[config.mk]
export PLATFORM = sky130hd
export DESIGN_NAME = controle_matriz
export DESIGN_NICKNAME = d
export VERILOG_FILES = /design/src/rtl/matriz_pkg.sv /design/src/rtl/elemento_ula.sv /design/src/rtl/controle_matriz.sv
export SDC_FILE = /design/constraint.sdc
export NUM_CORES = 2
export LEC_CHECK = 0
export BUFFER_PORTS_ARGS = -buffer_cell sky130_fd_sc_hd__clkbuf_2
export CELL_PAD_IN_SITES_DETAIL_PLACEMENT = 0
export CELL_PAD_IN_SITES_GLOBAL_PLACEMENT = 1
export CORE_ASPECT_RATIO = 1.2
export CORE_MARGIN = 5
export CORE_UTILIZATION = 42
export CTS_CLUSTER_DIAMETER = 120
export DETAILED_ROUTE_END_ITERATION = 10
export PLACE_DENSITY = 0.84
export SYNTH_ARGS = -nofsm -noshare
export SYNTH_HDL_FRONTEND = slang
export SYNTH_SLANG_ARGS = --single-unit
[constraint.sdc]
create_clock -name clk -period 15.1 [get_ports clk]
set_input_delay 1.51 -clock clk [delete_from_list [all_inputs] [get_ports clk]]
set_output_delay 1.51 -clock clk [all_outputs]
set_load 0.02 [all_outputs]
[src/rtl/matriz_pkg.sv]
// Shared definitions for the matrix controller: default dimensions,
// opcode encoding and the controller state enumeration.
package matriz_pkg;

   localparam int N = 5;
   localparam int W = 8;

   localparam logic [2:0] SOMA       = 3'b000;
   localparam logic [2:0] SUB        = 3'b001;
   localparam logic [2:0] OPOSTA     = 3'b010;
   localparam logic [2:0] TRANSPOSTA = 3'b011;
   localparam logic [2:0] ESCALAR    = 3'b100;

   typedef enum logic [1:0] {
      IDLE = 2'd0,
      EXEC = 2'd1,
      DONE = 2'd2
   } estado_t;

endpackage

[src/rtl/elemento_ula.sv]
// Combinational per-element ALU: computes one matrix element at double width,
// truncates to W bits and flags wrap-around or an unsupported opcode.
module elemento_ula #(
   parameter int W = matriz_pkg::W
) (
   input  logic [2:0]          opcode,
   input  logic signed [W-1:0] a,
   input  logic signed [W-1:0] b,
   input  logic signed [W-1:0] escalar,
   output logic signed [W-1:0] resultado,
   output logic                ovf,
   output logic                invalido
);
   import matriz_pkg::*;

   logic signed [2*W-1:0] ax, bx, ex, completo;

   assign ax = {{W{a[W-1]}}, a};
   assign bx = {{W{b[W-1]}}, b};
   assign ex = {{W{escalar[W-1]}}, escalar};

   always_comb begin
      completo = '0;
      invalido = 1'b0;
      case (opcode)
         SOMA:       completo = ax + bx;
         SUB:        completo = ax - bx;
         OPOSTA:     completo = -ax;
         TRANSPOSTA: completo = ax;
         ESCALAR:    completo = ex * ax;
         default:    invalido = 1'b1;
      endcase
   end

   assign resultado = completo[W-1:0];
   // the value fits in W bits only if every bit above the sign bit matches it
   assign ovf = (completo[2*W-1:W-1] != {(W+1){completo[W-1]}});

endmodule

[src/rtl/controle_matriz.sv]
// Sequential N x N matrix operation controller: one element per cycle through
// a shared element ALU.
//   state | meaning
//   IDLE  | waiting for start; results and flags held
//   EXEC  | computing element idx, one per cycle
//   DONE  | one-cycle done pulse, then back to IDLE
module controle_matriz #(
   parameter int N = matriz_pkg::N,
   parameter int W = matriz_pkg::W
) (
   input  logic                clk,
   input  logic                reset,
   input  logic                start,
   input  logic [2:0]          opcode,
   input  logic signed [W-1:0] escalar,
   input  logic [N*N*W-1:0]    matriz_A,
   input  logic [N*N*W-1:0]    matriz_B,
   output logic [N*N*W-1:0]    m_resultado,
   output logic                busy,
   output logic                done,
   output logic                overflow,
   output logic                erro
);
   import matriz_pkg::*;

   localparam int NN = N * N;
   localparam int IW = (NN > 1) ? $clog2(NN) : 1;
   localparam logic [IW-1:0] ULTIMO = IW'(NN - 1);
   localparam logic [IW-1:0] UM     = IW'(1);

   estado_t             estado;
   logic [IW-1:0]       idx;
   logic [2:0]          op_r;
   logic signed [W-1:0] esc_r;
   logic [N*N*W-1:0]    a_r, b_r;

   int                  linha, coluna, fonte;
   logic signed [W-1:0] op_a, op_b, res;
   logic                ovf, inv;

   // transpose reads A at (col,row) for destination (row,col)
   always_comb begin
      linha  = int'(idx) / N;
      coluna = int'(idx) % N;
      fonte  = (op_r == TRANSPOSTA) ? (coluna * N + linha) : int'(idx);
      op_a   = a_r[fonte*W +: W];
      op_b   = b_r[int'(idx)*W +: W];
   end

   elemento_ula #(.W(W)) u_ula (
      .opcode    (op_r),
      .a         (op_a),
      .b         (op_b),
      .escalar   (esc_r),
      .resultado (res),
      .ovf       (ovf),
      .invalido  (inv)
   );

   always_ff @(posedge clk or negedge reset) begin
      if (!reset) begin
         estado      <= IDLE;
         idx         <= '0;
         op_r        <= '0;
         esc_r       <= '0;
         a_r         <= '0;
         b_r         <= '0;
         m_resultado <= '0;
         busy        <= 1'b0;
         done        <= 1'b0;
         overflow    <= 1'b0;
         erro        <= 1'b0;
      end else begin
         case (estado)
            IDLE: begin
               if (start) begin
                  op_r     <= opcode;
                  esc_r    <= escalar;
                  a_r      <= matriz_A;
                  b_r      <= matriz_B;
                  overflow <= 1'b0;
                  erro     <= 1'b0;
                  idx      <= '0;
                  busy     <= 1'b1;
                  estado   <= EXEC;
               end
            end
            EXEC: begin
               m_resultado[int'(idx)*W +: W] <= res;
               overflow <= overflow | ovf;
               erro     <= erro | inv;
               if (idx == ULTIMO) begin
                  idx    <= '0;
                  done   <= 1'b1;
                  estado <= DONE;
               end else begin
                  idx <= idx + UM;
               end
            end
            DONE: begin
               done   <= 1'b0;
               busy   <= 1'b0;
               estado <= IDLE;
            end
            default: begin
               done   <= 1'b0;
               busy   <= 1'b0;
               estado <= IDLE;
            end
         endcase
      end
   end

endmodule

==> impl_results.md <==
- Final setup TNS: 0 ps
- Worst setup path class: reg2reg
- Clk sink count: 622
- Max Slew Vio Count: 0
- Multi-input logic area: 15230 sq um
- Hold Path Cell Cnt: 2
- Setup slack, reg-to-reg: 1350 ps
- Iter 0 DRT Violations: 2495
- Worst setup path endpoint: overflow$_DFFE_PN0P_
- Syn-to-layout area delta: 19.13%
- DRC: 0
- Fmax: 72.72 MHz
- Library cells used by synthesis: 91
- Number of antenna violations at the first check in global routing: 5
- First drt pass iteration count: 6
- Reg2reg path depth: 47
- Reg2reg start: idx[3]$_DFFE_PN0P_
- Via count: 27140
- Longest Clk Path Bufs: 3
- Die ar.: 82010 sq um
- Primary FF master, synth: dfrtp_1
- Yosys reg bits: 622
- Register area share after synthesis: 48.53%
- Cell repeated most along the worst path: ha_1
- Site row count: 111
- Global-route wire length before repair: 165800 um
- WP data required: 15580 ps
- Routed WL: 108300 um
- Worst-margin pin slew: 1487 ps
- Net count, final: 4631
- Total Routing Usage GR: 25.66%
- CTS H-Tree Depth: 3
- Status: complete, no violations
- Area of the core: 76110 sq um
- Post-Syn Area: 32070 sq um
- Syn Area/Cell: 9.008 sq um
- Syn Nets: 4108
- Data arrival, critical path: 14230 ps
- # resized after CTS: 0
- Fillers: 7332
- Ports: 618
- CTS buffer count: 67
- Initial core utilization: 42.14%
- Post-Synthesis Cells: 3560
- Share of post-route cells with drive strength above 1: 22.10%
- Port bufs: 617
- Clock Tree Root: clkbuf_16
- Critical path origin: idx[3]$_DFFE_PN0P_
- Ys Warns: 0
- DRT antenna net count: 0
- Post-route minimum period: 13750 ps
- Avg WL per Cell: 21.01 um
- Startpoint Class: flip-flop
- Register area: 15570 sq um
- Hold Crit Class: reg2reg
- Chip Width: 262.3 um
- Slowest CP cell: o41ai_1
- Final number of hold-violating endpoints: 0
- Post-CTS setup buffer count: 0
- Gpl congestion: 0.9112
- Die extent in y: 312.7 um
- Clock-pin slew on the worst setup and hold paths: 60 ps
- Worst Path Max Fanout: 36
- Max-cap violations: 0
- Rel. slew slack: 0.8491%
- CTS tree: done
- Clock skew: 31.13 ps
- Ys async rst share: 100.0%
- Worst-Skew Late Latency: 630 ps
- Hold-fix buffers at CTS: 0
- Reg2Reg Capture Point: overflow$_DFFE_PN0P_
- Final period utilization: 91.07%
- Post-DP HPWL: 80820 um
- Unrepaired setup endpoints after global routing: no
- GRT overflow: 0
- Via/cell ratio: 5.263
- Largest net degree at the start of global routing: 247
- Vias in the first global route: 27560
- Setup-failing EPs final: 0
- Crit path largest cell delay: 700 ps
- CP endpoint kind: flip-flop
- Post-synth EDFFs: 0
==> logic make-up after synthesis <==
kind of cell | synth area share, %
buffers and inverters | 4.151
adders and majority gates | 6.586
DFF | 48.53
muxes | 8.345
and+or+nand+nor | 22.40
AOI/OAI and AO/OA | 8.732
xor gates and xnor gates | 1.252
==> layout by cell type, fill, tap and decap left out, types with 11 or more instances in the layout <==
cell type	instances
buf_4	29
o21ai_1	25
nor3_1	19
xnor2_1	33
xor2_1	11
clkbuf_2	616
and3_1	17
a211oi_1	13
dfrtp_1	619
clkbuf_16	68
a21oi_1	87
mux2_4	13
ha_1	76
nand3_1	26
o21bai_1	11
mux4_2	58
a31oi_1	16
clkbuf_1	20
mux2_2	49
and2_1	26
inv_1	126
o21ai_0	130
nor2_1	166
o31ai_1	34
fa_1	58
mux2i_1	58
nand2_1	1499
==> per-layer routing <==
layer  GRT usage (%)  vias to the layer above  share of wire [%]
li1                -                    12710                  -
met1           33.75                    13240                 41
met2           43.20                      996                 49
met3           4.687                      195                6.3
met4           8.653                        2                3.7
met5               0                        -              0.014
==> metrics by stage <==
| stage | cells | hold slack, ps | area, sq um | utilization, % | setup WS [ps] |
|---|---|---|---|---|---|
| floorplan | 3560 | 437.6 | 32070 | - | 2916 |
| global placement | 5031 | 452.8 | 35970 | 47.26 | 1783 |
| detailed placement | 5031 | 457.1 | 35970 | 47.26 | 1547 |
| CTS | 5152 | 471.8 | 38190 | 50.18 | 1484 |
| global route | 5156 | 490.6 | 38200 | 50.20 | 542.5 |
| finish | 5156 | 467.7 | 38200 | 50.20 | 1348 |
==> cell usage after synthesis (19+ instances only) <==
| library cell | number | area share (%) |
|---|---|---|
| nand2_1 | 1500 | 18 |
| dfrtp_1 | 622 | 49 |
| nor2_1 | 166 | 1.9 |
| clkbuf_1 | 149 | 1.7 |
| o21ai_0 | 130 | 2.0 |
| inv_1 | 126 | 1.5 |
| a21oi_1 | 87 | 1.4 |
| ha_1 | 76 | 3.0 |
| mux2i_1 | 60 | 1.9 |
| fa_1 | 58 | 3.6 |
| mux4_2 | 58 | 4.1 |
| mux2_2 | 49 | 1.7 |
| o31ai_1 | 34 | 0.80 |
| xnor2_1 | 33 | 0.90 |
| o21ai_1 | 27 | 0.42 |
| and2_1 | 26 | 0.51 |
| nand3_1 | 26 | 0.41 |
| nor3_1 | 19 | 0.30 |
==> worst min path at each step <==
| stage | start | endpoint | slack [ps] |
|---|---|---|---|
| 6_report | b_r[86]$_DFFE_PN0P_ | b_r[86]$_DFFE_PN0P_ | 470 |
| 5_1_grt | b_r[58]$_DFFE_PN0P_ | b_r[58]$_DFFE_PN0P_ | 490 |
| 4_1_cts | b_r[86]$_DFFE_PN0P_ | b_r[86]$_DFFE_PN0P_ | 470 |
| 3_5_place_dp | b_r[86]$_DFFE_PN0P_ | b_r[86]$_DFFE_PN0P_ | 460 |
| 3_3_place_gp | b_r[25]$_DFFE_PN0P_ | b_r[25]$_DFFE_PN0P_ | 450 |
| 2_1_floorplan | a_r[89]$_DFFE_PN0P_ | a_r[89]$_DFFE_PN0P_ | 440 |
==> worst max-delay path: cells and delay by family, from the launching register on <==
kind | cells | cell delay, ps
multiplexers | 1 | 70
AND/OR/NAND/NOR | 9 | 2120
flip-flops | 1 | 390
XOR/XNOR | 3 | 600
buffers and inverters | 8 | 1490
adder cells (fa/ha/maj) | 12 | 4830
AO/OA/AOI/OAI | 14 | 4100
==> area by class of cell <==
class | count | area share (%)
multi-input combinational | 2609 | 39.87
antenna | 4 | 0.02620
inverter | 133 | 1.307
timing repair buffer | 650 | 8.889
tap | 1017 | 3.331
clock buffer | 97 | 4.975
clock inverter | 24 | 0.8417
sequential | 622 | 40.76
==> registers in the layout, indices dropped and copies added, names as in the netlist <==
register and flops:
a_r 200, b_r 200, m_resultado 200, esc_r 8
idx 5, op_r 3, estado 2, busy 1
done 1, erro 1, overflow 1
Power is not shown: default switching activity piles up to over one toggle a cycle in this logic, so the estimate is an artifact.
